`src/rtl/tm_sr_sched.sv`:
```
// tm_sr_sched: base-period telemetry/service scheduler.
// A free-running base counter produces base_tick. Per-channel dividers turn base
// ticks into channel events. Each event sets a transmit-ready flag, and a sticky
// overrun flag records events that arrive while the previous one is unacknowledged.
module tm_sr_sched #(
  parameter int CLK_FREQ = 50000000,
  parameter int BASE_DIV = CLK_FREQ / 10,
  parameter int NUM_CH   = 2,
  parameter int DIV_W    = 4,
  parameter int PRE_CYC  = 37400
) (
  input  logic                    clk,
  input  logic                    rst,
  input  logic [NUM_CH-1:0]       en,
  input  logic [NUM_CH*DIV_W-1:0] div,
  input  logic [NUM_CH-1:0]       tx_ack,
  input  logic [NUM_CH-1:0]       repeat_req,
  output logic [NUM_CH-1:0]       tx_rdy,
  output logic [NUM_CH-1:0]       pre_alert,
  output logic                    base_tick,
  output logic [NUM_CH-1:0]       ovr,
  input  logic [NUM_CH-1:0]       ovr_clr
);

  localparam int             BW        = $clog2(BASE_DIV);
  localparam logic [BW-1:0]  BASE_LAST = BW'(BASE_DIV - 1);
  // First base count of the pre-alert window; equals BASE_LAST when PRE_CYC=0,
  // which leaves the window empty because the tick cycle itself is excluded.
  localparam logic [BW-1:0]  PRE_START = BW'(BASE_DIV - 1 - PRE_CYC);
  localparam logic [DIV_W-1:0] DIV_ZERO = DIV_W'(0);
  localparam logic [DIV_W-1:0] DIV_ONE  = DIV_W'(1);

  logic [BW-1:0]     base_cnt_q, base_cnt_d;
  logic [DIV_W-1:0]  ch_cnt_q [NUM_CH];
  logic [DIV_W-1:0]  ch_cnt_d [NUM_CH];
  logic [DIV_W-1:0]  div_m1_s [NUM_CH];
  logic [NUM_CH-1:0] tx_rdy_q, tx_rdy_d;
  logic [NUM_CH-1:0] ovr_q, ovr_d;
  logic              tick_s;
  logic [NUM_CH-1:0] at_end_s, evt_s, pa_s;

  // Base period strobe, held low while reset is applied.
  always_comb begin
    tick_s = 1'b0;
    if (rst) begin
      tick_s = 1'b0;
    end else begin
      tick_s = (base_cnt_q == BASE_LAST);
    end
  end

  // Per-channel terminal-count compare, events and pre-alert window.
  always_comb begin
    at_end_s = {NUM_CH{1'b0}};
    evt_s    = {NUM_CH{1'b0}};
    pa_s     = {NUM_CH{1'b0}};
    for (int k = 0; k < NUM_CH; k++) begin
      div_m1_s[k] = DIV_ZERO;
      // A divider of 0 behaves as 1, so the terminal count is 0 in both cases.
      if (div[k*DIV_W +: DIV_W] == DIV_ZERO) begin
        div_m1_s[k] = DIV_ZERO;
      end else begin
        div_m1_s[k] = div[k*DIV_W +: DIV_W] - DIV_ONE;
      end
      // A greater-or-equal compare lets a divider lowered below the current count
      // fire on the next tick rather than wrap the counter.
      at_end_s[k] = (ch_cnt_q[k] >= div_m1_s[k]);
      evt_s[k]    = tick_s & en[k] & at_end_s[k];
      if (base_cnt_q >= PRE_START) begin
        pa_s[k] = en[k] & at_end_s[k] & ~tick_s & ~rst;
      end else begin
        pa_s[k] = 1'b0;
      end
    end
  end

  // Next-state logic for the base counter, channel counters and flags.
  always_comb begin
    if (tick_s) begin
      base_cnt_d = BW'(0);
    end else begin
      base_cnt_d = base_cnt_q + BW'(1);
    end
    tx_rdy_d = tx_rdy_q;
    ovr_d    = ovr_q;
    for (int k = 0; k < NUM_CH; k++) begin
      ch_cnt_d[k] = ch_cnt_q[k];
      if (!en[k]) begin
        ch_cnt_d[k] = DIV_ZERO;
      end else if (evt_s[k]) begin
        ch_cnt_d[k] = DIV_ZERO;
      end else if (tick_s) begin
        ch_cnt_d[k] = ch_cnt_q[k] + DIV_ONE;
      end else begin
        ch_cnt_d[k] = ch_cnt_q[k];
      end
      // A disabled channel drops its ready flag; a set beats a coincident ack.
      if (!en[k]) begin
        tx_rdy_d[k] = 1'b0;
      end else if (evt_s[k] | repeat_req[k]) begin
        tx_rdy_d[k] = 1'b1;
      end else if (tx_ack[k]) begin
        tx_rdy_d[k] = 1'b0;
      end else begin
        tx_rdy_d[k] = tx_rdy_q[k];
      end
      // Overrun is sticky across channel disable; a new overrun beats a clear.
      if (evt_s[k] & tx_rdy_q[k] & ~tx_ack[k]) begin
        ovr_d[k] = 1'b1;
      end else if (ovr_clr[k]) begin
        ovr_d[k] = 1'b0;
      end else begin
        ovr_d[k] = ovr_q[k];
      end
    end
  end

  // State registers with synchronous active-high reset.
  always_ff @(posedge clk) begin
    if (rst) begin
      base_cnt_q <= BW'(0);
      tx_rdy_q   <= {NUM_CH{1'b0}};
      ovr_q      <= {NUM_CH{1'b0}};
      for (int k = 0; k < NUM_CH; k++) begin
        ch_cnt_q[k] <= DIV_ZERO;
      end
    end else begin
      base_cnt_q <= base_cnt_d;
      tx_rdy_q   <= tx_rdy_d;
      ovr_q      <= ovr_d;
      for (int k = 0; k < NUM_CH; k++) begin
        ch_cnt_q[k] <= ch_cnt_d[k];
      end
    end
  end

  assign base_tick = tick_s;
  assign pre_alert = pa_s;
  assign tx_rdy    = tx_rdy_q;
  assign ovr       = ovr_q;

endmodule

```
`config.mk`:
```
export PLATFORM = sky130hd
export DESIGN_NAME = tm_sr_sched
export DESIGN_NICKNAME = d
export VERILOG_FILES = /design/src/rtl/tm_sr_sched.sv
export SDC_FILE = /design/constraint.sdc
export NUM_CORES = 1
export LEC_CHECK = 0
export CAP_MARGIN = 20
export CORE_MARGIN = 3
export CORE_UTILIZATION = 35
export CTS_CLUSTER_SIZE = 16
export DETAILED_ROUTE_END_ITERATION = 8
export PLACE_DENSITY = 0.63
export SYNTH_ARGS = -nofsm -noshare
export SYNTH_HDL_FRONTEND = slang
export SYNTH_SLANG_ARGS = --single-unit
```
`constraint.sdc`:
```
create_clock -name clk -period 3.45 [get_ports clk]
set_clock_uncertainty 0.15 [all_clocks]
set_input_delay 0.5175 -clock clk [delete_from_list [all_inputs] [get_ports clk]]
set_output_delay 0.5175 -clock clk [all_outputs]
set_load 0.02 [all_outputs]
```
== After elaboration in Yosys (flattened, before gate mapping) ==
Memories as Yosys holds them, arrays and structs flattened.
Cells that the tools add are included.

* Bits in registers: 27
* Word-level logic and storage cells: 72
* Input bits: 18
* RAM bits: 8
* Output and inout port bits: 7
* Memory bits (read-only): 0
* Latch bits: 0
* Memories: 1

{| class="wikitable"
|+ Memories
! name !! depth !! bits a word !! read ports !! clocked after memory_dff !! wr ports !! line !! text
|-
| ch_cnt_q || 2 || 4 || 2 || 0 || 2 || 34 || <nowiki>logic [DIV_W-1:0] ch_cnt_q [NUM_CH];</nowiki>
|}

* $mul: 0
* Divide/modulo/power cells: 0
* Reduce and logical (&&, ||, !) cells: 9
* Equality and inequality tests: 1
* Add/subtract/negate cells: 5
* Order comparisons: 3
* Shift-type cells: 0
* Multiplexer cells: 24
* Bitwise logic cells: 24

{| class="wikitable"
|+ Operators with widths
! operator !! count
|-
| two-way mux 4 bit || 10
|-
| adder 23 x 1 -> 23 bit, second input constant || 1
|-
| equality test 23 bit, second input constant || 1
|-
| >= comparator 23 bit, second input constant || 1
|-
| AND 1 bit || 14
|-
| two-way mux 1 bit || 14
|-
| adder 4 x 1 -> 4 bit, second input constant || 2
|-
| >= comparator 4 bit || 2
|-
| zero test 4 bit || 2
|-
| nonzero test 2 bit || 4
|-
| subtractor 4 x 1 -> 4 bit, second input constant || 2
|-
| inverter 1 bit || 6
|-
| OR reduction 2 bit || 3
|-
| OR 1 bit || 4
|}

== Depth between registers and ports, before layout ==
Gate-level depths: netlist (run 1).

* Word-level depth: 7
* Mapped depth: 8
* Mapped depth without buffers: 8

== Least setup slack after synthesis (run 1) ==
Ideal clock, no wire load.

* Kind: input to output
* From: input port div[5]
* To: output port pre_alert[1]
* Arrival time: 2333 ps
* Path buffers: 0
* Cell stages on the path: 8
* Required time: 2782 ps
* Path slack: 449 ps
* Cells stage by stage: or2_2 -> nor3b_1 -> a21oi_1 -> ha_1 -> nor3_1 -> a211oi_1 -> nand2_1 -> nor3_1

* Cells in the longest elaborated chain, start to end: 7
* Elaborated cells between the ends (all ways): 8
* Those cells by class: add/sub: 1; order compare: 1; mux: 2; bitwise: 3; reduce/logical: 1

{| class="wikitable"
|+ Ends and longest elaborated chain
! what !! line !! text
|-
| start: declaration || 15 || <nowiki>input logic [NUM_CH*DIV_W-1:0] div,</nowiki>
|-
| subtractor 4 x 1 -> 4 bit or zero test 4 bit (tied branches) || 63, 60 ||
|-
| two-way mux 4 bit (*) || 60 || <nowiki>if (div[k*DIV_W +: DIV_W] == DIV_ZERO) begin</nowiki>
|-
| >= comparator 4 bit (*) || 67 || <nowiki>at_end_s[k] = (ch_cnt_q[k] >= div_m1_s[k]);</nowiki>
|-
| AND 1 bit (*) (3 in a row) || 70 || <nowiki>pa_s[k] = en[k] & at_end_s[k] & ~tick_s & ~rst;</nowiki>
|-
| two-way mux 1 bit (*) || 69 || <nowiki>if (base_cnt_q >= PRE_START) begin</nowiki>
|-
| end: declaration || 19 || <nowiki>output logic [NUM_CH-1:0] pre_alert,</nowiki>
|}

Every way passes the cells marked *; elsewhere a longest branch is shown, timed or not.

== Worst setup path after layout (run 1) ==
* From: input port div[2]
* To: output port pre_alert[0]

The elaborated chain is that of the path after synthesis.

==> results_dict.tcl, run 1 <==
set metrics [dict create \
    outcome "finished, final reports clean" \
    p_per_area_nw_per_um2 320 \
    rows 26 \
    initial_core_util 0.373 \
    routed.top_layer "met4" \
    synthArstFlopShare 0 \
    grt_pass1_wl_microns 7110 \
    wl_met2_microns 1900 \
    final_core_util 0.459 \
    cap_violations 0 \
    postSynthCellCount 241 \
    wl_met1_microns 2030 \
    reg2reg_slack_ps 1130 \
    max_freq_mhz 299 \
    setup_viol 0 \
    rr_endpoint "ch_cnt_q[0][0]" \
    synth.yosys.seq_area_share 0.357 \
    num_io_pins 25 \
    place.port_buffers 24 \
    crit_family "buffers and inverters" \
    yosys_warnings 0 \
    synth-seq-cells 35 \
    design.core.area_sq_um 5270 \
    path_cells "clkdlybuf4s50_1 -> nor3_1 -> nor2_1 -> ha_1 -> nand2b_1 -> a2111oi_2 -> nor3_2 -> nand2_1 -> nor3_1 -> dlygate4sd1_1" \
    numCtsBuffers 5 \
    wl_per_cell_microns 12.1 \
    crit_type "input port to output pin" \
    vdd_drop_max_mv 0.160 \
    dp_hpwl_microns 3060 \
    clk_latency_ps 280 \
    dp_cells 337 \
    finalWirelength_microns 4160 \
    die_w_microns 80.9 \
    place_congestion 0.756 \
    wl_met3_microns 200 \
    hp-class "flop to flop" \
    vias 1745 \
    hold-path-cell-count 2 \
    finalNetCount 303 \
    htreeDepth 2 \
    post_cts_buffers 0 \
    critPathCaptureType "output pin" \
    p_total_mw 0.773 \
    ys_types 42 \
    slew_viol_final 0 \
    ff2ff_path_depth 8 \
    drive_gt1_frac 0.109 \
    cts.sinks 35 \
    cpMostUsedCell "nor3_1" \
    worst-path-buf-inv 2 \
    cp.arrival_ps 2670 \
    hp-start "ovr[0]" \
    syn_area_sq_um 1960 \
    cts.reportedPaths.clkPinSlew_ps 70 \
    postRouteAntennaNets 0 \
    finalCritPeriodShare 0.969 \
    stdcell_count 345 \
    cp_num_cells 10 \
    required_ps 2780 \
    drtPass1Iterations 4 \
    postCtsHoldBufs 0 \
    grt_max_degree 24 \
    max_stage_delay_ps 480 \
    grt_pass1_vias 1660 \
    worst_pin_slew_ps 793 \
    via_per_inst 5.06 \
    critPathSlowestCell "clkdlybuf4s50_1" \
    drc 0 \
    grt.total_usage 0.134 \
    syn_avg_cell_area_sq_um 8.15 \
    start_kind "input port" \
    holdPathEnd "ovr[0]" \
    n_antenna_cell 0 \
    power_leakage_nw 0.882 \
    antenna_found_initial 0 \
    cts_root_buf "clkbuf_8" \
    hold_violations 0 \
    yosys_most_used_dff "dfxtp_1" \
    gr-total-overflow 0 \
    r2r-start "ch_cnt_q[0][0]" \
    drtIter0Drc 71 \
    cts_buffer_depth 2 \
    area_growth_pct 23.1 \
    synth_nets 270 \
    critPathMaxFanout 4 \
    cts_tree "yes" \
    max_slew_margin 0.467 \
    post-route-min-period_ps 3340 \
    dieArea_sq_um 6540 \
    die_y_microns 80.9 \
    synth_edf_count 0 \
]
[cells by family after synthesis]
group	count (synthesis)	synth area share
and+or+nand+nor	123	0.319
muxes	1	0.00574
xor gates and xnor gates	21	0.0937
adders and majority gates	11	0.0701
DFF	35	0.357
buffers and inverters	16	0.0376
AOI/OAI and AO/OA	34	0.117
[worst max path at each step]
stage,start,to,slack (ps)
after floorplan,div[5],pre_alert[1],450
after global placement,div[5],pre_alert[1],-240
after detailed placement,div[5],pre_alert[1],-320
after CTS,div[1],pre_alert[0],70
after global routing,div[2],pre_alert[0],-30
final,div[2],pre_alert[0],110
[what timing repair did]
item / in CTS / in global routing
endpoints found under the setup margin: 2 / 2
hold endpoints to repair: 0 / 0
resized for setup: 6 / 8
[worst min-delay path, delay by kind of cell, from the launching register on]
family,cells,cell delay [ps]
AOI/OAI and AO/OA,1,50
and+or+nand+nor,1,40
DFF,1,320
[report_power, final]
part / switching (mW) / internal (mW) / total [mW]
Sequential: 0.00428 / 0.408 / 0.412
Clock: 0.140 / 0.142 / 0.281
Combinational: 0.0370 / 0.0424 / 0.0794
[area by class of cell]
class                           count  area [sq um]
Sequential cell                    35           701
Fill cell                         525          2850
Clock buffer                        7          76.3
Inverter                            9          33.8
Tap cell                           70          87.6
Timing Repair Buffer               33           302
Clock inverter                      1          5.00
Multi-Input combinational cell    190          1210
[per-stage QoR]
stage / area (sq um) / hold slack, ps / setup slack, ps / setup TNS [ps]
after floorplan: 1960 / 287 / 449 / 0
after global placement: 2320 / 288 / -238 / -362
after detailed placement: 2320 / 295 / -323 / -523
after CTS: 2400 / 312 / 70.0 / 0
after global routing: 2420 / 348 / -26.4 / -26.4
final: 2420 / 303 / 108 / 0
[synthesized netlist by cell type (all sizes together) (6+ instances only)]
cell type / instances / area, sq um
dfxtp: 35 / 701
o21ai: 8 / 40.0
xor2: 17 / 149
inv: 9 / 33.8
nor2: 39 / 146
nor3: 12 / 60.1
nand2: 17 / 63.8
ha: 11 / 138
nand3: 18 / 90.1
nand4: 9 / 56.3
a21oi: 9 / 48.8
nor3b: 6 / 50.1
[per-layer routing]
| metal | global-route usage | vias to the layer above |
|---|---|---|
| met2 | 0.223 | 36 |
| li1 | - | 921 |
| met5 | 0 | - |
| met3 | 0.0310 | 5 |
| met4 | 0.0355 | 0 |
| met1 | 0.173 | 783 |
[cell usage in the layout, fill, tap and decap left out, drive strengths merged, types with 4 or more instances in the layout]
cell type / netlist / routed
a21oi: 9 / 9
buf: 4 / 10
clkbuf: 3 / 7
clkdlybuf4s50: 0 / 22
dfxtp: 35 / 35
ha: 11 / 11
inv: 9 / 9
nand2: 17 / 17
nand2b: 4 / 4
nand3: 18 / 18
nand4: 9 / 9
nor2: 39 / 39
nor3: 12 / 12
nor3b: 6 / 6
o21ai: 8 / 8
xnor2: 4 / 4
xor2: 17 / 17
[registers in the layout, summed over array words and instances, names as in the netlist]
| signal | cells |
|---|---|
| base_cnt_q | 23 |
| ch_cnt_q | 8 |
| ovr | 2 |
| tx_rdy | 2 |
Note: power is estimated with default switching activity, not from simulation.
==> run 2: changes to the inputs <==
Settings changed: SLEW_MARGIN set to 20.
==> results of run 2 <==
No change in the layout: final DEF, timing and power equal those of run 1.
